File: src/rtl/cpu_control_unit.sv
// Multi-cycle fetch/decode/execute/writeback controller for the 8-bit processor.
// Build option: define CTRL_HALT_ON_ILLEGAL_EN to halt on an undefined opcode (default: execute it as a NOP).
module cpu_control_unit #(
  parameter logic [31:0] RESET_PC = 32'h0000_0000
) (
  input  logic        CLK,
  input  logic        RESET,
  input  logic [31:0] INSTRUCTION,
  input  logic        IMEM_READY,
  input  logic        ZERO,
  output logic        IMEM_READ,
  output logic [31:0] PC,
  output logic [2:0]  ALUOP,
  output logic [2:0]  READREG1,
  output logic [2:0]  READREG2,
  output logic [2:0]  WRITEREG,
  output logic        WRITEENABLE,
  output logic [7:0]  IMMEDIATE,
  output logic        IMM_SEL,
  output logic        NEG_SEL,
  output logic        ILLEGAL
);

  typedef enum logic [2:0] {
    S_FETCH,
    S_DECODE,
    S_EXECUTE,
    S_WRITEBACK
`ifdef CTRL_HALT_ON_ILLEGAL_EN
    , S_HALT
`endif
  } state_e;

  localparam logic [7:0] OP_LOADI = 8'h00;
  localparam logic [7:0] OP_MOV   = 8'h01;
  localparam logic [7:0] OP_ADD   = 8'h02;
  localparam logic [7:0] OP_SUB   = 8'h03;
  localparam logic [7:0] OP_AND   = 8'h04;
  localparam logic [7:0] OP_OR    = 8'h05;
  localparam logic [7:0] OP_J     = 8'h06;
  localparam logic [7:0] OP_BEQ   = 8'h07;
  localparam logic [7:0] OP_SRL   = 8'h08;

  state_e      state_q, state_d;
  logic [31:0] pc_q, pc_d;
  logic [31:0] ir_q, ir_d;
  logic        taken_q, taken_d;
  logic [2:0]  aluop_q, aluop_d;
  logic [2:0]  rr1_q, rr1_d;
  logic [2:0]  rr2_q, rr2_d;
  logic [2:0]  wr_q, wr_d;
  logic [7:0]  imm_q, imm_d;
  logic        imm_sel_q, imm_sel_d;
  logic        neg_sel_q, neg_sel_d;
  logic        we_q, we_d;
  logic        illegal_q, illegal_d;

  logic [7:0]  opcode;
  logic [2:0]  dec_aluop;
  logic        dec_imm_sel;
  logic        dec_neg_sel;
  logic        dec_writes;
  logic        dec_legal;
  logic [31:0] pc_plus4;
  logic [31:0] branch_target;
  logic        unused_ir_bits;

  assign opcode         = ir_q[31:24];
  assign pc_plus4       = pc_q + 32'd4;
  assign branch_target  = pc_plus4 + {{22{ir_q[23]}}, ir_q[23:16], 2'b00};
  assign unused_ir_bits = ^ir_q[15:11];

  // NOTE: every output of a combinational block gets a default first, so no path can infer a latch.
  always_comb begin
    dec_aluop   = 3'b000;
    dec_imm_sel = 1'b0;
    dec_neg_sel = 1'b0;
    dec_writes  = 1'b0;
    dec_legal   = 1'b1;
    case (opcode)
      OP_LOADI: begin dec_imm_sel = 1'b1; dec_writes = 1'b1; end
      OP_MOV:   dec_writes = 1'b1;
      OP_ADD:   begin dec_aluop = 3'b001; dec_writes = 1'b1; end
      OP_SUB:   begin dec_aluop = 3'b001; dec_neg_sel = 1'b1; dec_writes = 1'b1; end
      OP_AND:   begin dec_aluop = 3'b010; dec_writes = 1'b1; end
      OP_OR:    begin dec_aluop = 3'b011; dec_writes = 1'b1; end
      OP_J:     ;
      OP_BEQ:   begin dec_aluop = 3'b001; dec_neg_sel = 1'b1; end
      OP_SRL:   begin dec_aluop = 3'b100; dec_imm_sel = 1'b1; dec_writes = 1'b1; end
      default:  dec_legal = 1'b0;
    endcase
  end

  always_comb begin
    state_d   = state_q;
    pc_d      = pc_q;
    ir_d      = ir_q;
    taken_d   = taken_q;
    aluop_d   = aluop_q;
    rr1_d     = rr1_q;
    rr2_d     = rr2_q;
    wr_d      = wr_q;
    imm_d     = imm_q;
    imm_sel_d = imm_sel_q;
    neg_sel_d = neg_sel_q;
    we_d      = 1'b0;
    illegal_d = illegal_q;
    case (state_q)
      S_FETCH: begin
        if (IMEM_READY) begin
          ir_d    = INSTRUCTION;
          state_d = S_DECODE;
        end
      end
      S_DECODE: begin
        aluop_d   = dec_aluop;
        imm_sel_d = dec_imm_sel;
        neg_sel_d = dec_neg_sel;
        rr1_d     = ir_q[10:8];
        rr2_d     = ir_q[2:0];
        wr_d      = ir_q[18:16];
        // srl places its 3-bit shift amount on DATA2[7:5]
        imm_d     = (opcode == OP_SRL) ? {ir_q[2:0], 5'b0_0000} : ir_q[7:0];
        if (!dec_legal) illegal_d = 1'b1;
        state_d   = S_EXECUTE;
      end
      S_EXECUTE: begin
        taken_d = (opcode == OP_BEQ) & ZERO;
        we_d    = dec_writes;
`ifdef CTRL_HALT_ON_ILLEGAL_EN
        state_d = dec_legal ? S_WRITEBACK : S_HALT;
`else
        state_d = S_WRITEBACK;
`endif
      end
      S_WRITEBACK: begin
        pc_d    = ((opcode == OP_J) || taken_q) ? branch_target : pc_plus4;
        state_d = S_FETCH;
      end
`ifdef CTRL_HALT_ON_ILLEGAL_EN
      S_HALT: state_d = S_HALT;
`endif
      default: state_d = S_FETCH;
    endcase
  end

  // NOTE: sequential state uses non-blocking assignments so every flop samples pre-edge values.
  always_ff @(posedge CLK or posedge RESET) begin
    if (RESET) begin
      state_q   <= S_FETCH;
      pc_q      <= RESET_PC;
      ir_q      <= '0;
      taken_q   <= 1'b0;
      aluop_q   <= '0;
      rr1_q     <= '0;
      rr2_q     <= '0;
      wr_q      <= '0;
      imm_q     <= '0;
      imm_sel_q <= 1'b0;
      neg_sel_q <= 1'b0;
      we_q      <= 1'b0;
      illegal_q <= 1'b0;
    end else begin
      state_q   <= state_d;
      pc_q      <= pc_d;
      ir_q      <= ir_d;
      taken_q   <= taken_d;
      aluop_q   <= aluop_d;
      rr1_q     <= rr1_d;
      rr2_q     <= rr2_d;
      wr_q      <= wr_d;
      imm_q     <= imm_d;
      imm_sel_q <= imm_sel_d;
      neg_sel_q <= neg_sel_d;
      we_q      <= we_d;
      illegal_q <= illegal_d;
    end
  end

  assign IMEM_READ   = (state_q == S_FETCH) & ~RESET;
  assign PC          = pc_q;
  assign ALUOP       = aluop_q;
  assign READREG1    = rr1_q;
  assign READREG2    = rr2_q;
  assign WRITEREG    = wr_q;
  assign WRITEENABLE = we_q;
  assign IMMEDIATE   = imm_q;
  assign IMM_SEL     = imm_sel_q;
  assign NEG_SEL     = neg_sel_q;
  assign ILLEGAL     = illegal_q;

endmodule

File: config.mk
export PLATFORM = sky130hd
export DESIGN_NAME = cpu_control_unit
export DESIGN_NICKNAME = d
export VERILOG_FILES = /design/src/rtl/cpu_control_unit.sv
export SDC_FILE = /design/constraint.sdc
export NUM_CORES = 1
export LEC_CHECK = 0
export ABC_AREA = 0
export ABC_CLOCK_PERIOD_IN_PS = 5650
export BUFFER_PORTS_ARGS = -buffer_cell sky130_fd_sc_hd__buf_2
export CAP_MARGIN = 5
export CORE_ASPECT_RATIO = 0.5
export CORE_MARGIN = 2
export CORE_UTILIZATION = 28
export CTS_BUF_LIST = sky130_fd_sc_hd__clkbuf_8
export CTS_CLUSTER_DIAMETER = 80
export CTS_CLUSTER_SIZE = 10
export DETAILED_ROUTE_END_ITERATION = 8
export PLACE_DENSITY_LB_ADDON = 0.2
export SYNTH_ARGS = -nofsm -noshare
export SYNTH_HDL_FRONTEND = slang
export SYNTH_SLANG_ARGS = --single-unit
File: constraint.sdc
create_clock -name CLK -period 5.65 [get_ports CLK]
set_input_delay 0.565 -clock CLK [delete_from_list [all_inputs] [get_ports CLK]]
set_output_delay 0.565 -clock CLK [all_outputs]
set_load 0.03 [all_outputs]
==> PnR_summary.wiki <==
{| class="wikitable"
! Metric !! Value
|-
| Min-delay worst type || in -> async
|-
| Setup clock skew after layout || 16.8 ps
|-
| Post-synth top area cell || sky130_fd_sc_hd__dfrtp_1
|-
| Total of warnings raised by yosys || 0
|-
| Startpoint class of the critical path || register
|-
| Share of the core filled with cells in the final layout || 33.0%
|-
| Unrepaired setup endpoints after global routing || false
|-
| Aggregate global routing overflow || 0
|-
| I/O Buffers || 85
|-
| Worst relative slew slack || 52.2%
|-
| DR pass1 iterations || 4
|-
| Compound-cell area share of the yosys netlist || 19.1%
|-
| Share of synthesized flip-flops with an asynchronous set or reset || 100%
|-
| Number of max-cap violations || 0
|-
| Combinational family with the most area after synthesis || compound AO/OA/AOI/OAI gates
|-
| Layout cell share with drive strength beyond 1 || 22.4%
|-
| Diode count || 0
|-
| Max Fanout on Critical Path || 8
|-
| Met1 Resource Use GR || 20.8%
|-
| GR Layer Usage met2 || 23.9%
|-
| Most Crowded Layer GR || met2
|-
| Crit Path Class || reg -> reg
|-
| Fin. max-slew vios || 0
|-
| Largest vdd supply drop || 0.000213 V
|-
| Post-synth cell types || 63
|-
| Top cell type's share of synthesized area || 35.5%
|-
| Endpoint required time on the critical path || 5970 ps
|-
| Full die area || 22400 um^2
|-
| Period Utilization, post-route || 85.7%
|-
| Vias per inst || 4.97
|-
| Sum of negative setup slack || 0 ps
|-
| Pin count of the biggest net entering global routing || 59
|-
| Die extent in x || 210 um
|-
| Global-route wire length before repair || 26.6 mm
|-
| Number of global-route vias before repair || 5011
|-
| Worst-skew pair later-pin latency || 390 ps
|-
| Vias after detailed routing || 5047
|-
| Ranking of synthesized cells by area || sky130_fd_sc_hd__dfrtp_1, sky130_fd_sc_hd__ha_1, sky130_fd_sc_hd__mux2_2
|-
| Leakage component of the power || 0.00315 uW
|-
| Detailed Route WL || 16.0 mm
|-
| CTS Buffer Depth || 2
|-
| Adder-Cell Fraction of Synth Area || 9.01%
|-
| Area grow syn2layout || 15.2%
|-
| Mean instance size in the synthesized netlist || 8.91 um^2
|-
| Post-layout min period || 4840 ps
|-
| Antenna violations before repair || 0
|-
| Fin nets || 815
|-
| Fraction of the mapped netlist area in simple logic gates || 17.3%
|-
| Number of levels the H-tree was split into || 3
|-
| Placeable Area || 20600 um^2
|-
| Gates resized, CTS repair || 0
|-
| Number of hold-repair buffers added at the cts stage || 0
|-
| Clock-pin transition on the worst setup and hold timing paths || 110 ps
|-
| Final setup vio count || 0
|-
| Number of sinks driven by the clock tree || 84
|-
| Post-synthesis sequential area ratio || 35.5%
|-
| Critical Path AT || 5160 ps
|-
| DR iter-0 viols || 223
|-
| Multiplexer fraction of the synthesized cell area || 7.04%
|-
| Post-CTS setup buffers || 0
|-
| Number of enable flip-flop cells after synthesis || 0
|-
| Post-Synthesis Cells || 664
|-
| Xor/xnor share of the synthesized area || 7.55%
|-
| Clock tree from TritonCTS || built
|-
| Synthesized cell area || 5920 um^2
|-
| #FFs+latches synth || 84
|-
| Top achievable clock speed || 207 MHz
|-
| Average routed wire per standard cell || 15.8 um
|-
| Outcome || finished clean
|-
| Number of buffers added by the clock tree synthesis step || 9
|-
| Die height || 107 um
|-
| Hpwl dp || 11.4 mm
|-
| Transition time at the pin with the least slew margin || 716 ps
|-
| Total power per unit cell area || 666 nW/um^2
|-
| Global-route usage over all layers || 15.1%
|-
| Met3 global-route usage || 3.51%
|-
| Post-synth top flop || sky130_fd_sc_hd__dfrtp_1
|-
| Root Driver || sky130_fd_sc_hd__clkbuf_8
|-
| DRT antenna net count || 0
|-
| GPL Wtd Cong || 0.802
|-
| Final hold violation count || 0
|-
| Starting utilization of the core area || 28.7%
|-
| Top-Level Pins || 93
|-
| Critical path endpoint category || register
|-
| Final routed DRC violation total || 0
|-
| FP Rows || 37
|}
worst max-delay path: stages, from the launching register on:
cell,delay (ps)
sky130_fd_sc_hd__dfrtp_1,500
sky130_fd_sc_hd__and4_1,420
sky130_fd_sc_hd__nand2_1,190
sky130_fd_sc_hd__nor3_1,500
sky130_fd_sc_hd__nand3_1,340
sky130_fd_sc_hd__nor2b_1,300
sky130_fd_sc_hd__xor2_1,190
sky130_fd_sc_hd__ha_1,310
sky130_fd_sc_hd__a21o_1,180
sky130_fd_sc_hd__a21o_1,160
sky130_fd_sc_hd__a21o_2,250
sky130_fd_sc_hd__and3_2,210
sky130_fd_sc_hd__or4_1,390
sky130_fd_sc_hd__or4_1,500
sky130_fd_sc_hd__a21boi_2,170
sky130_fd_sc_hd__xor2_1,160
final timing paths:
kind | start | end | slack [ps] | cells past startpoint
setup / recovery | PC[7]$_DFFE_PP0N_ | PC[31]$_DFFE_PP0N_ | 810 | 15
hold / removal | RESET | ir_q[25]$_DFFE_PP0P_ | 270 | 2
setup reg to reg | PC[7]$_DFFE_PP0N_ | PC[31]$_DFFE_PP0N_ | 810 | 15
hold reg to reg | ILLEGAL$_DFFE_PP0P_ | ILLEGAL$_DFFE_PP0P_ | 470 | 1
max in group asynchronous | RESET | ir_q[19]$_DFFE_PP0P_ | 4310 | 3
min in group CLK | IMEM_READY | state_q[1]$_DFFE_PP0P_ | 390 | 2
layer usage:
metal / up-vias / routed length (um)
met5: - / 0
met4: 0 / 145
met3: 10 / 776
met2: 89 / 7210
met1: 2410 / 7910
li1: 2538 / -
logic make-up (layout without fill, tap and decap cells):
| family | count (synthesis) | after routing |
|---|---|---|
| other | 1 | 2 |
| AOI/OAI and AO/OA | 185 | 185 |
| buffers and inverters | 64 | 141 |
| muxes | 37 | 37 |
| xor gates and xnor gates | 51 | 51 |
| DFF | 84 | 84 |
| adders and majority gates | 42 | 42 |
| and+or+nand+nor | 200 | 200 |
report_power, final:
| part | switching [uW] | total (uW) | internal (uW) |
|---|---|---|---|
| sequential | 300 | 1170 | 868 |
| clock | 270 | 449 | 180 |
| combinational | 1770 | 2920 | 1150 |
| total | 2340 | 4540 | 2200 |
cells in the mapped netlist (2+ instances only):
library cell,instances
sky130_fd_sc_hd__or3_1,3
sky130_fd_sc_hd__o211ai_1,4
sky130_fd_sc_hd__buf_4,2
sky130_fd_sc_hd__clkbuf_1,26
sky130_fd_sc_hd__o22ai_1,6
sky130_fd_sc_hd__nor3_1,8
sky130_fd_sc_hd__nor2b_1,4
sky130_fd_sc_hd__and3_1,7
sky130_fd_sc_hd__o221ai_1,3
sky130_fd_sc_hd__or4_1,4
sky130_fd_sc_hd__a31oi_1,8
sky130_fd_sc_hd__a21o_1,15
sky130_fd_sc_hd__ha_1,41
sky130_fd_sc_hd__mux2_2,37
sky130_fd_sc_hd__a21oi_1,60
sky130_fd_sc_hd__and2_1,2
sky130_fd_sc_hd__xnor2_1,25
sky130_fd_sc_hd__o21a_1,11
sky130_fd_sc_hd__inv_1,32
sky130_fd_sc_hd__a211oi_1,2
sky130_fd_sc_hd__o31a_1,2
sky130_fd_sc_hd__o21bai_1,4
sky130_fd_sc_hd__nor4_1,4
sky130_fd_sc_hd__and4_1,3
sky130_fd_sc_hd__nand2_1,54
sky130_fd_sc_hd__nand3_1,31
sky130_fd_sc_hd__nand4_1,17
sky130_fd_sc_hd__xor2_1,26
sky130_fd_sc_hd__dfrtp_1,84
sky130_fd_sc_hd__a22oi_1,3
sky130_fd_sc_hd__a41o_2,2
sky130_fd_sc_hd__buf_2,3
sky130_fd_sc_hd__and4_2,2
sky130_fd_sc_hd__o21ai_0,52
sky130_fd_sc_hd__nor2_1,42
sky130_fd_sc_hd__nor3b_1,4
sky130_fd_sc_hd__o31ai_1,2
sky130_fd_sc_hd__and3_2,4
sequential cells by signal, indices dropped and copies added, names as in the netlist, 2 cells and up:
signal,cells
PC,30
ir_q,27
IMMEDIATE,8
ALUOP,3
READREG1,3
READREG2,3
WRITEREG,3
state_q,2
metrics by stage:
| stage | instances | instance area (um^2) | power (uW) | setup WS (ps) | hold slack, ps |
|---|---|---|---|---|---|
| after floorplan | 665 | 5920 | 3390 | 1390 | 463 |
| after global placement | 999 | 6620 | 4090 | 950 | 439 |
| after detailed placement | 999 | 6620 | 4110 | 892 | 442 |
| after CTS | 1015 | 6810 | 4590 | 827 | 277 |
| after global routing | 1015 | 6810 | 4990 | 464 | 313 |
| final | 1015 | 6810 | 4540 | 809 | 265 |
final cells by class:
cell class / count / area [um^2]
Timing Repair Buffer: 93 / 485
Multi-Input combinational cell: 517 / 3570
Fill cell: 2180 / 13800
Tap cell: 273 / 342
Clock buffer: 10 / 138
Sequential cell: 84 / 2100
Clock inverter: 6 / 52.6
Inverter: 32 / 121
cell usage in the layout, fill, tap and decap left out, types with 7 or more instances in the layout:
cell type                  synthesis  routed
sky130_fd_sc_hd__buf_2             3      85
sky130_fd_sc_hd__dfrtp_1          84      84
sky130_fd_sc_hd__a21oi_1          60      60
sky130_fd_sc_hd__nand2_1          54      54
sky130_fd_sc_hd__o21ai_0          52      52
sky130_fd_sc_hd__nor2_1           42      42
sky130_fd_sc_hd__ha_1             41      40
sky130_fd_sc_hd__mux2_2           37      37
sky130_fd_sc_hd__inv_1            32      31
sky130_fd_sc_hd__nand3_1          31      31
sky130_fd_sc_hd__xor2_1           26      26
sky130_fd_sc_hd__xnor2_1          25      25
sky130_fd_sc_hd__nand4_1          17      17
sky130_fd_sc_hd__a21o_1           15      15
sky130_fd_sc_hd__o21a_1           11      11
sky130_fd_sc_hd__clkbuf_8          0      10
sky130_fd_sc_hd__a31oi_1           8       8
sky130_fd_sc_hd__nor3_1            8       8
sky130_fd_sc_hd__buf_4             2       8
sky130_fd_sc_hd__and3_1            7       7
No activity file was read; power rests on OpenSTA's default activity.
